===== config.mk =====
export PLATFORM = sky130hd
export DESIGN_NAME = vga_timing_gen_flat
export DESIGN_NICKNAME = d
export VERILOG_FILES = /design/src/rtl/vga_timing_gen_if.sv /design/src/rtl/vga_timing_gen.sv /design/src/flat_wrapper.sv
export SDC_FILE = /design/constraint.sdc
export NUM_CORES = 1
export LEC_CHECK = 0
export BUFFER_PORTS_ARGS = -buffer_cell sky130_fd_sc_hd__buf_4
export CAP_MARGIN = 20
export CORE_AREA = 2 2 61 63
export CTS_BUF_LIST = sky130_fd_sc_hd__clkbuf_4
export DETAILED_ROUTE_END_ITERATION = 16
export DIE_AREA = 0 0 63 65
export HOLD_SLACK_MARGIN = 0.1
export PLACE_DENSITY = 0.93
export SLEW_MARGIN = 40
export SYNTH_ARGS = -nofsm -noshare
export SYNTH_HDL_FRONTEND = slang
export SYNTH_SLANG_ARGS = --single-unit
export TNS_END_PERCENT = 30

===== constraint.sdc =====
create_clock -name clk -period 4.37 [get_ports clk]
set_input_delay 0.2185 -clock clk [delete_from_list [all_inputs] [get_ports clk]]
set_output_delay 0.2185 -clock clk [all_outputs]
set_load 0.05 [all_outputs]

===== src/rtl/vga_timing_gen_if.sv =====
// Raster-side bundle for vga_timing_gen: the timing-set request goes in, and counters,
// syncs and strobes come out.
interface vga_timing_gen_if #(parameter int W = 12);
  logic         mode_sel;
  logic         mode_cur;
  logic [W-1:0] hc;
  logic [W-1:0] vc;
  logic         hsync;
  logic         vsync;
  logic         vidon;
  logic         sol;
  logic         sof;
  logic [15:0]  frame_cnt;

  modport master (input mode_sel,
                  output mode_cur, hc, vc, hsync, vsync, vidon, sol, sof, frame_cnt);
  modport slave  (output mode_sel,
                  input mode_cur, hc, vc, hsync, vsync, vidon, sol, sof, frame_cnt);
endinterface


===== src/rtl/vga_timing_gen.sv =====
// VGA raster timing generator: two runtime timing sets, per-set sync polarity, DLY-stage output delay.
// The frame counter is built only when VGA_TIMING_FRAMECNT_EN is defined; otherwise frame_cnt is tied to 0.
module vga_timing_gen #(
  parameter int W      = 12,
  parameter int A_HACT = 1024, parameter int A_HFP = 24, parameter int A_HSP = 136, parameter int A_HBP = 160,
  parameter int A_VACT = 768,  parameter int A_VFP = 3,  parameter int A_VSP = 6,   parameter int A_VBP = 29,
  parameter bit A_HPOL = 1'b0, parameter bit A_VPOL = 1'b0,
  parameter int B_HACT = 640,  parameter int B_HFP = 16, parameter int B_HSP = 96,  parameter int B_HBP = 48,
  parameter int B_VACT = 480,  parameter int B_VFP = 10, parameter int B_VSP = 2,   parameter int B_VBP = 33,
  parameter bit B_HPOL = 1'b0, parameter bit B_VPOL = 1'b0,
  parameter int DLY    = 0
) (
  input  logic             clk,
  input  logic             clr,
  vga_timing_gen_if.master vif
);
  localparam int A_HTOT_I = A_HACT + A_HFP + A_HSP + A_HBP;
  localparam int A_VTOT_I = A_VACT + A_VFP + A_VSP + A_VBP;
  localparam int B_HTOT_I = B_HACT + B_HFP + B_HSP + B_HBP;
  localparam int B_VTOT_I = B_VACT + B_VFP + B_VSP + B_VBP;

  generate
    if (A_HTOT_I >= (1 << W) || A_VTOT_I >= (1 << W) ||
        B_HTOT_I >= (1 << W) || B_VTOT_I >= (1 << W)) begin : g_bad_width
      $fatal(1, "vga_timing_gen: timing totals do not fit in W bits");
    end
    if (DLY < 0 || DLY > 7) begin : g_bad_dly
      $fatal(1, "vga_timing_gen: DLY must be 0..7");
    end
  endgenerate

  localparam int A_HS0_I = A_HACT + A_HFP;
  localparam int A_HS1_I = A_HS0_I + A_HSP;
  localparam int A_VS0_I = A_VACT + A_VFP;
  localparam int A_VS1_I = A_VS0_I + A_VSP;
  localparam int B_HS0_I = B_HACT + B_HFP;
  localparam int B_HS1_I = B_HS0_I + B_HSP;
  localparam int B_VS0_I = B_VACT + B_VFP;
  localparam int B_VS1_I = B_VS0_I + B_VSP;

  localparam logic [W-1:0] ONE = {{(W-1){1'b0}}, 1'b1};
  // Output word layout: {hsync, vsync, vidon, sol, sof}
  localparam logic [4:0]   IDLE = {~A_HPOL, ~A_VPOL, 3'b000};

  logic [W-1:0] hc_q, hc_d, vc_q, vc_d;
  logic         mode_q, mode_d;
  logic [W-1:0] htot, vtot, hact, vact, hs0, hs1, vs0, vs1;
  logic         hpol, vpol;
  logic         last_h, frame_end;
  logic [4:0]   dec;
  logic [4:0]   pipe_q [0:DLY];

  always_comb begin
    htot = A_HTOT_I[W-1:0];
    vtot = A_VTOT_I[W-1:0];
    hact = A_HACT[W-1:0];
    vact = A_VACT[W-1:0];
    hs0  = A_HS0_I[W-1:0];
    hs1  = A_HS1_I[W-1:0];
    vs0  = A_VS0_I[W-1:0];
    vs1  = A_VS1_I[W-1:0];
    hpol = A_HPOL;
    vpol = A_VPOL;
    if (mode_q) begin
      htot = B_HTOT_I[W-1:0];
      vtot = B_VTOT_I[W-1:0];
      hact = B_HACT[W-1:0];
      vact = B_VACT[W-1:0];
      hs0  = B_HS0_I[W-1:0];
      hs1  = B_HS1_I[W-1:0];
      vs0  = B_VS0_I[W-1:0];
      vs1  = B_VS1_I[W-1:0];
      hpol = B_HPOL;
      vpol = B_VPOL;
    end
  end

  assign last_h    = (hc_q == htot - ONE);
  assign frame_end = last_h && (vc_q == vtot - ONE);

  // The requested set is only taken at the frame boundary, so a frame never mixes totals.
  always_comb begin
    hc_d   = last_h ? '0 : hc_q + ONE;
    vc_d   = vc_q;
    mode_d = mode_q;
    if (last_h) vc_d = frame_end ? '0 : vc_q + ONE;
    if (frame_end) mode_d = vif.mode_sel;
  end

  // Polarity is chosen from the set that produced hc/vc, so it travels down the pipe with them.
  always_comb begin
    dec    = {~hpol, ~vpol, 3'b000};
    if (hc_q >= hs0 && hc_q < hs1) dec[4] = hpol;
    if (vc_q >= vs0 && vc_q < vs1) dec[3] = vpol;
    dec[2] = (hc_q < hact) && (vc_q < vact);
    dec[1] = (hc_q == '0);
    dec[0] = (hc_q == '0) && (vc_q == '0);
  end

  always_ff @(posedge clk or posedge clr) begin
    if (clr) begin
      hc_q   <= '0;
      vc_q   <= '0;
      mode_q <= 1'b0;
      for (int i = 0; i <= DLY; i++) pipe_q[i] <= IDLE;
    end else begin
      hc_q      <= hc_d;
      vc_q      <= vc_d;
      mode_q    <= mode_d;
      pipe_q[0] <= dec;
      for (int i = 1; i <= DLY; i++) pipe_q[i] <= pipe_q[i-1];
    end
  end

  assign vif.mode_cur = mode_q;
  assign vif.hc       = hc_q;
  assign vif.vc       = vc_q;
  assign {vif.hsync, vif.vsync, vif.vidon, vif.sol, vif.sof} = pipe_q[DLY];

`ifdef VGA_TIMING_FRAMECNT_EN
  logic [15:0] fc_q;

  always_ff @(posedge clk or posedge clr) begin
    if (clr)            fc_q <= 16'h0000;
    else if (frame_end) fc_q <= fc_q + 16'h0001;
  end

  assign vif.frame_cnt = fc_q;
`else
  assign vif.frame_cnt = 16'h0000;
`endif
endmodule

===== src/flat_wrapper.sv =====
// flat-port wrapper written by rule: the top's interface ports become plain ports
module vga_timing_gen_flat 
#(
  parameter int W      = 12,
  parameter int A_HACT = 1024, parameter int A_HFP = 24, parameter int A_HSP = 136, parameter int A_HBP = 160,
  parameter int A_VACT = 768,  parameter int A_VFP = 3,  parameter int A_VSP = 6,   parameter int A_VBP = 29,
  parameter bit A_HPOL = 1'b0, parameter bit A_VPOL = 1'b0,
  parameter int B_HACT = 640,  parameter int B_HFP = 16, parameter int B_HSP = 96,  parameter int B_HBP = 48,
  parameter int B_VACT = 480,  parameter int B_VFP = 10, parameter int B_VSP = 2,   parameter int B_VBP = 33,
  parameter bit B_HPOL = 1'b0, parameter bit B_VPOL = 1'b0,
  parameter int DLY    = 0
)
  (clk, clr, vif_mode_sel, vif_mode_cur, vif_hc, vif_vc, vif_hsync, vif_vsync, vif_vidon, vif_sol, vif_sof, vif_frame_cnt);
  vga_timing_gen_if #(.W(W)) vif_i ();
  input  logic clk;
  input  logic clr;
  input wire logic [$bits(vif_i.mode_sel)-1:0] vif_mode_sel;
  output wire logic [$bits(vif_i.mode_cur)-1:0] vif_mode_cur;
  output wire logic [$bits(vif_i.hc)-1:0] vif_hc;
  output wire logic [$bits(vif_i.vc)-1:0] vif_vc;
  output wire logic [$bits(vif_i.hsync)-1:0] vif_hsync;
  output wire logic [$bits(vif_i.vsync)-1:0] vif_vsync;
  output wire logic [$bits(vif_i.vidon)-1:0] vif_vidon;
  output wire logic [$bits(vif_i.sol)-1:0] vif_sol;
  output wire logic [$bits(vif_i.sof)-1:0] vif_sof;
  output wire logic [$bits(vif_i.frame_cnt)-1:0] vif_frame_cnt;
  assign vif_i.mode_sel = vif_mode_sel;
  assign vif_mode_cur = vif_i.mode_cur;
  assign vif_hc = vif_i.hc;
  assign vif_vc = vif_i.vc;
  assign vif_hsync = vif_i.hsync;
  assign vif_vsync = vif_i.vsync;
  assign vif_vidon = vif_i.vidon;
  assign vif_sol = vif_i.sol;
  assign vif_sof = vif_i.sof;
  assign vif_frame_cnt = vif_i.frame_cnt;
  vga_timing_gen #(.W(W), .A_HACT(A_HACT), .A_HFP(A_HFP), .A_HSP(A_HSP), .A_HBP(A_HBP), .A_VACT(A_VACT), .A_VFP(A_VFP), .A_VSP(A_VSP), .A_VBP(A_VBP), .A_HPOL(A_HPOL), .A_VPOL(A_VPOL), .B_HACT(B_HACT), .B_HFP(B_HFP), .B_HSP(B_HSP), .B_HBP(B_HBP), .B_VACT(B_VACT), .B_VFP(B_VFP), .B_VSP(B_VSP), .B_VBP(B_VBP), .B_HPOL(B_HPOL), .B_VPOL(B_VPOL), .DLY(DLY)) u_core (.clk(clk), .clr(clr), .vif(vif_i));
endmodule

# Word level (Yosys, flattened, before mapping)
# Index checks and enable logic that the tools add are counted.
[word_totals] regBits=30 input_bits=3 out_inout_bits=46
[op_classes] add_sub_neg=4 order_cmp=6 n_eq_ne=2 n_mux=12 reduce_logical=7
[ops] operator="2-to-1 mux 11 bit" n=4
[ops] operator="2-to-1 mux 10 bit" n=3
[ops] operator="adder 12 x 1 -> 12 bit (second input constant)" n=2
[ops] operator="equality test 12 bit" n=2
[ops] operator="zero test 12 bit" n=2
[ops] operator="< comparator 12 x 10 -> 1 bit" n=2
[ops] operator="< comparator 12 x 11 -> 1 bit" n=2
[ops] operator="2-to-1 mux 12 bit" n=2
[ops] operator=">= comparator 12 x 10 -> 1 bit" n=1
[ops] operator=">= comparator 12 x 11 -> 1 bit" n=1
[ops] operator="subtractor 11 x 1 -> 12 bit (second input constant)" n=1
[ops] operator="subtractor 10 x 1 -> 11 bit (second input constant)" n=1
[ops] operator="2-to-1 mux 9 bit" n=1
[ops] operator="logical AND 1 bit" n=5
[ops] operator="2-to-1 mux 1 bit" n=2

# Longest topological paths before layout
# Gate-level depths: netlist of run 1.
[depth] word_depth=5 mapped_depth=7

# Least setup slack after synthesis of run 1
# Ideal clock, no wire load.
[synth_path] kind="reg2reg" from="register u_core.mode_q (netlist: u_core.vif.mode_cur)" to="register u_core.vc_q[3] (netlist: u_core.vif.vc[3])" setup_time_ps=80 t_arrival_ps=2555 slack_ps=1735 path_stages_with_launch=8 path_buffers=1 cell_sequence="dfrtp_1 -> inv_1 -> ha_1 -> nand2_1 -> or4_1 -> buf_2 -> or3_1 -> o211ai_2"
[synth_between] elab_chain_len=5 word_cells_on_any_way=8 cone_classes="add/sub (2); eq/ne (2); mux (3); reduce/logical (1)"
[synth_rtl] element="start: declaration" line="vga_timing_gen.sv:46" source="logic mode_q, mode_d;"
[synth_rtl] element="start signal: assignment" line="vga_timing_gen.sv:109" source="mode_q <= mode_d;"
[synth_rtl] element="2-to-1 mux 11 bit or 2-to-1 mux 9 bit (tied branches)" line="vga_timing_gen.sv:64" source="if (mode_q) begin"
[synth_rtl] element="subtractor 11 x 1 -> 12 bit or subtractor 10 x 1 -> 11 bit (tied branches)" line="vga_timing_gen.sv:78, vga_timing_gen.sv:79"
[synth_rtl] element="equality test 12 bit (on tied branches)" line="vga_timing_gen.sv:78, vga_timing_gen.sv:79"
[synth_rtl] element="logical AND 1 bit" line="vga_timing_gen.sv:79" source="assign frame_end = last_h && (vc_q == vtot - ONE);"
[synth_rtl] element="2-to-1 mux 12 bit" line="vga_timing_gen.sv:86" source="if (last_h) vc_d = frame_end ? '0 : vc_q + ONE;"
[synth_rtl] element="end signal: assignment" line="vga_timing_gen.sv:108" source="vc_q <= vc_d;"
[synth_rtl] element="end: declaration" line="vga_timing_gen.sv:45" source="logic [W-1:0] hc_q, hc_d, vc_q, vc_d;"
# Several ways; a longest one is shown, not always the timed one.
# A chain may end at the register's enable or synchronous reset.

# Worst setup path after layout of run 1
# Same ends and word-level chain as after synthesis.

==> results of run 1 <==
==> layer usage <==
metal,part of all wire,GRT usage,vias up
met4,0.020,0.09167,0
met1,0.43,0.3033,814
li1,-,-,777
met2,0.49,0.3590,73
met5,0,0,-
met3,0.061,0.04688,9
==> synth_stat cells, drive strengths merged (6+ instances only) <==
| cell type | count |
|---|---|
| nor2 | 11 |
| nor3 | 6 |
| buf | 18 |
| nand2 | 11 |
| xnor2 | 10 |
| nand4 | 7 |
| nor4 | 6 |
| dfrtp | 28 |
| nand3 | 11 |
| o21ai | 13 |
| ha | 18 |
| inv | 15 |
==> per-stage QoR <==
stage / util / total power [W]
6_report: 0.6424 / 0.0004890
5_1_grt: 0.6424 / 0.0005093
4_1_cts: 0.6424 / 0.0004901
3_5_place_dp: 0.6224 / 0.0003196
3_3_place_gp: 0.6224 / 0.0003196
2_1_floorplan: - / 0.0003280
==> cells in the final DEF, fill, tap and decap left out, drive strengths merged, types with 2 or more instances in the layout <==
| master | count |
|---|---|
| a21boi | 2 |
| a21o | 3 |
| a21oi | 4 |
| and3 | 2 |
| and4 | 5 |
| buf | 33 |
| clkbuf | 8 |
| conb | 16 |
| dfrtp | 28 |
| dfstp | 2 |
| ha | 18 |
| inv | 15 |
| nand2 | 11 |
| nand3 | 11 |
| nand4 | 7 |
| nor2 | 11 |
| nor3 | 6 |
| nor4 | 6 |
| nor4b | 5 |
| o2111ai | 2 |
| o211a | 2 |
| o21ai | 13 |
| or3 | 2 |
| xnor2 | 10 |
| xor2 | 5 |
==> cell families after synthesis <==
group / count (synthesis) / share of synthesized area
buffers and inverters: 37 / 0.1029
adders and majority gates: 18 / 0.1151
other: 1 / 0.001916
xor gates and xnor gates: 15 / 0.06713
and+or+nand+nor: 71 / 0.2142
AOI/OAI and AO/OA: 33 / 0.1138
DFF: 30 / 0.3849
==> final cells by class <==
cell class	instances	area, µm²
Tap cell	48	60.06
Sequential cell	30	753.2
Multi-Input combinational cell	153	1059
Fill cell	283	1250
Timing Repair Buffer	34	257.7
Clock buffer	8	60.06
Inverter	15	56.30
==> repair_timing <==
item                                   CTS  global route
hold buffers                             1             0
endpoints found under the hold margin   28             0
setup buffers                            0             0
==> report_power, final <==
| part | switching, W | internal [W] | leakage (nW) |
|---|---|---|---|
| sequential | 0 | 0.000277 | 0.387 |
| combinational | 0.0000356 | 0.00000180 | 0.674 |
| clock | 0.0000915 | 0.0000826 | 0.0368 |
| total | 0.000127 | 0.000362 | 1.10 |
==> tightest hold or removal path, cell delays in order <==
cell and delay [ns]:
buf_4 0.08, nand3_1 0.06, nand2_1 0.07
==> how the worst max path moves through the flow <==
stage	start	endpoint	slack [ns]	cells past startpoint
3_3_place_gp	u_core.vif.mode_cur	u_core.vif.vc[3]	1.97	6
3_5_place_dp	u_core.vif.mode_cur	u_core.vif.vc[3]	1.87	6
4_1_cts	u_core.vif.mode_cur	u_core.vif.vc[6]	1.84	6
2_1_floorplan	u_core.vif.mode_cur	u_core.vif.vc[3]	1.73	7
6_report	u_core.vif.mode_cur	u_core.vif.vc[3]	1.83	6
5_1_grt	u_core.vif.mode_cur	u_core.vif.vc[3]	1.72	6
==> registers in the layout, indices dropped and copies added, names as in the netlist <==
signal	cells
u_core.vif.mode_cur	1
u_core.vif.vc	12
u_core.pipe_q	5
u_core.vif.hc	12
==> flow_summary.yaml, run 1 <==
status:
  status: "finished clean"
floorplanning:
  fp.dieArea_um2: 4095
  start_util: 0.5598
  num_rows: 22
  die_width_um: 63
  fp.coreArea_um2: 3496
  io_pins: 49
  die_h_um: 65
min_path:
  hold_depth: 3
  hold_end: "u_core.vif.mode_cur"
  hold_class: "primary input to flip-flop"
  hold_path_startpoint: "vif_mode_sel"
setup_path:
  critical_path_class: "flip-flop to flip-flop"
  worstSetupStartpointType: "flip-flop"
  r2r_start: "u_core.vif.mode_cur"
  critical-path-top-delay-family: "simple AND/OR/NAND/NOR gates"
  rrSetupSlack_ns: 1.83
  crit_arrival_ns: 2.81
  slowest_stage: "or4_1"
  worstPathCellList: "inv_1 > ha_1 > nand2_1 > or4_1 > or3_1 > o211ai_2"
  cpPeakStageDelay_ns: 0.74
  required_ns: 4.64
  rr_endpoint: "u_core.vif.vc[3]"
  end_kind: "flip-flop"
  r2r_cells: 6
  crit_buf_inv: 1
  cp_max_fo: 11
cts:
  cts_made_buffers: 5
  cts.sink_count: 30
  clk_pin_slew_ns: 0.10
  root_buffer: "clkbuf_4"
  ctsResizeCount: 0
  cts_max_path_buffers: 2
  cts_tree: "built"
  htreeDepth: 2
  clk_latency_ns: 0.33
yosys:
  synthTopCellsByArea: "dfrtp_1 (36%), ha_1 (12%), buf_4 (6.1%), xnor2_1 (4.5%), o21ai_0 (3.3%)"
  avgSynthCellArea_um2: 9.546
  synthesis.area_um2: 1957
  netlist_instances: 205
  yosysSeqAreaShare: 0.3849
  ys.flop_type: "dfrtp_1"
  synth_cell_types: 41
  ys_seq_elements: 30
  synth_edf_count: 0
  synthArstFlopShare: 1.000
  yosys_warnings: 0
  yosysTopAreaCell: "dfrtp_1"
  synth_top_area_frac: 0.3581
sta:
  period_share: 0.5812
  finalCriticalPeriod_ns: 2.540
  slew_headroom: 0.5795
  finalHoldViolCount: 0
  fin_setup_tns_ns: 0
  slew_violations: 0
  timing.hold.ws_ns: 0.1190
  setup_ws_ns: 1.830
  worst_pin_slew_ns: 0.6298
  fmaxAchievable_mhz: 393.7
  finalSetupViolations: 0
  grt_setup_unrepaired: "false"
  clock_skew_ns: 0.01324
job:
  drv_cap: 0
placed_design:
  place_ws_ns: 1.867
  dp.cells: 279
  place_congestion: 0.8776
  dpl-instance-area_um2: 2176
  hpwl_mm: 3.113
  port_buffers: 32
final_layout:
  final_area_um2: 2246
  fin_cells: 288
  layout.nets: 260
  areaGrowthSynthToFinish_pct: 14.77
  drive_gt1_frac: 0.2000
  insertedDiodeCount: 0
pwr:
  ir_drop_mv: 0.1467
  power.density_nw_per_um2: 217.7
  leakage_nw: 1.099
detailed_routing:
  drtPass1Iterations: 4
  routed_wl_mm: 4.268
  drtAntennaViolNets: 0
  vias_per_cell: 5.809
  vias: 1673
  routedWlPerCell_um: 14.82
  drtIter0Drc: 76
  drcViolationCount: 0
grt:
  grt_pass1_vias: 1489
  overflow: 0
  antenna_found_initial: 0
  grt_use_total: 0.2267
  grt_first_pass_wirelength_mm: 7.196
  grt_max_degree: 31
Power figures use the tool's default switching activity.
==> inputs of run 2 (changes only) <==
--- a/config.mk
+++ b/config.mk
@@ -7,12 +7,12 @@
 export LEC_CHECK = 0
 export BUFFER_PORTS_ARGS = -buffer_cell sky130_fd_sc_hd__buf_4
 export CAP_MARGIN = 20
-export CORE_AREA = 2 2 61 63
+export CORE_AREA = 2 2 63 65
 export CTS_BUF_LIST = sky130_fd_sc_hd__clkbuf_4
 export DETAILED_ROUTE_END_ITERATION = 16
-export DIE_AREA = 0 0 63 65
+export DIE_AREA = 0 0 65 67
 export HOLD_SLACK_MARGIN = 0.1
-export PLACE_DENSITY = 0.93
+export PLACE_DENSITY = 0.88
 export SLEW_MARGIN = 40
 export SYNTH_ARGS = -nofsm -noshare
 export SYNTH_HDL_FRONTEND = slang
==> constraint.sdc (replaced) <==
create_clock -name clk -period 2.4 [get_ports clk]
set_input_delay 0.12 -clock clk [delete_from_list [all_inputs] [get_ports clk]]
set_output_delay 0.12 -clock clk [all_outputs]
set_load 0.05 [all_outputs]
==> run 2 against run 1 <==
Worst hold slack improved by 0.25 ns. Clock-buffer cell count unchanged. Sequential power increased by 82%. Maximum frequency rose by 13%. Largest power group unchanged.
==> flow_summary.yaml, run 2 (synthesis gave the netlist of run 1 again) <==
status:
  status: "finished clean"
detailed_routing:
  drtPass1Iterations: 6
  routedWlPerCell_um: 15.09
  drtAntennaViolNets: 0
  routed_wl_mm: 4.496
  drtIter0Drc: 163
  drcViolationCount: 0
  vias: 1666
  vias_per_cell: 5.591
sta:
  setup_ws_ns: 0.1614
  finalSetupViolations: 0
  fin_setup_tns_ns: 0
  slew_headroom: 0.6591
  finalHoldViolCount: 0
  clock_skew_ns: 0.01251
  fmaxAchievable_mhz: 446.7
  period_share: 0.9327
  worst_pin_slew_ns: 0.5107
  timing.hold.ws_ns: 0.3724
  grt_setup_unrepaired: "false"
  slew_violations: 0
  finalCriticalPeriod_ns: 2.239
setup_path:
  worstSetupStartpointType: "flip-flop"
  crit_arrival_ns: 2.49
  critical_path_class: "flip-flop to flip-flop"
  end_kind: "flip-flop"
  cp_max_fo: 10
  required_ns: 2.66
placed_design:
  place_congestion: 0.8815
  dpl-instance-area_um2: 2245
  port_buffers: 32
  place_ws_ns: 0.2092
  hpwl_mm: 3.284
pwr:
  seq_power_share: 0.563
  sw_frac_of_total: 0.2627
  intPower_w: 0.0006610
  p_sw_w: 0.0002355
  pwr-share-comb: 0.079
  clkPwrFrac: 0.357
  power.density_nw_per_um2: 385.7
  ir_drop_mv: 0.2451
  leakage_nw: 1.148
floorplanning:
  die_h_um: 67
  start_util: 0.5427
  fp.dieArea_um2: 4355
  fp.coreArea_um2: 3606
  num_rows: 22
  io_pins: 49
  die_width_um: 65
final_layout:
  layout.nets: 270
  insertedDiodeCount: 0
  areaGrowthSynthToFinish_pct: 18.80
  final_common_cell: "buf_4"
  final_area_um2: 2325
  final_cell_mix: "buf_4 (42), dfrtp_1 (27), ha_1 (18), conb_1 (16), inv_1 (14)"
  fill_cells: 304
  drive_gt1_frac: 0.2320
grt:
  grt_first_pass_wirelength_mm: 7.176
  antenna_found_initial: 0
  grt_pass1_vias: 1467
  grt_use_total: 0.2200
  overflow: 0
  grt_max_degree: 25
cts:
  cts_tree: "built"
  root_buffer: "clkbuf_4"
  cts_made_buffers: 5
  clk_pin_slew_ns: 0.10
  cts.sink_count: 30
  post_cts_buffers: 0
  clk_latency_ns: 0.34
  cts_max_path_buffers: 2
  htreeDepth: 2
min_path:
  hold_class: "primary input to async pin"
job:
  drv_cap: 0
## run 2: area by class of cell
| type | count | area (µm²) | share of cell area |
|---|---|---|---|
| Clock buffer | 8 | 60.06 | 0.02583 |
| Inverter | 15 | 56.30 | 0.02422 |
| Multi-Input combinational cell | 153 | 1059 | 0.4553 |
| Sequential cell | 30 | 754.5 | 0.3245 |
| Tap cell | 48 | 60.06 | 0.02583 |
| Timing Repair Buffer | 44 | 335.3 | 0.1442 |
## run 2: per-layer routing
layer,vias to the layer above,share of wire,track usage
li1,796,-,-
met1,777,0.45,0.3060
met2,79,0.46,0.3273
met3,14,0.061,0.03716
met4,0,0.026,0.1144
met5,-,0,0
## run 2: power by group through the flow
stage	Combinational [W]	Sequential (W)	Clock, W
3_5_place_dp	0.0000688	0.000515	0
4_1_cts	0.0000712	0.000505	0.000323
2_1_floorplan	0.0000821	0.000515	0
6_report	0.0000710	0.000505	0.000320
3_3_place_gp	0.0000682	0.000515	0
5_1_grt	0.0000753	0.000505	0.000348
## run 2: what timing repair did
action,CTS,global route
hold buffers,2,0
gates resized for setup,0,0
hold endpoints to repair,22,0
## run 2: final timing paths
path	start	end	slack, ns	depth (start not counted)
setup / recovery	u_core.vif.hc[7]	u_core.vif.vc[3]	0.16	4
hold / removal	clr	u_core.pipe_q[2]	0.37	3
setup reg to reg	u_core.vif.hc[7]	u_core.vif.vc[3]	0.16	4
hold reg to reg	u_core.vif.hc[10]	u_core.pipe_q[1]	0.58	1
max in group asynchronous	clr	u_core.vif.hc[11]	1.53	4
min in group clk	vif_mode_sel	u_core.vif.mode_cur	0.55	4
## run 2: critical path, cell delays in order (launching register included)
cell and delay [ns]:
dfrtp_1 0.40, or4b_1 0.57, or4_1 0.73, or3_1 0.40
o211ai_2 0.07
## run 2: stage by stage
step / utilization / power (W) / std cells
detailed placement: 0.6225 / 0.0005838 / 288
global placement: 0.6225 / 0.0005833 / 288
global route: 0.6447 / 0.0009286 / 298
CTS: 0.6447 / 0.0008997 / 298
finish: 0.6447 / 0.0008966 / 298
floorplan: - / 0.0005971 / 220
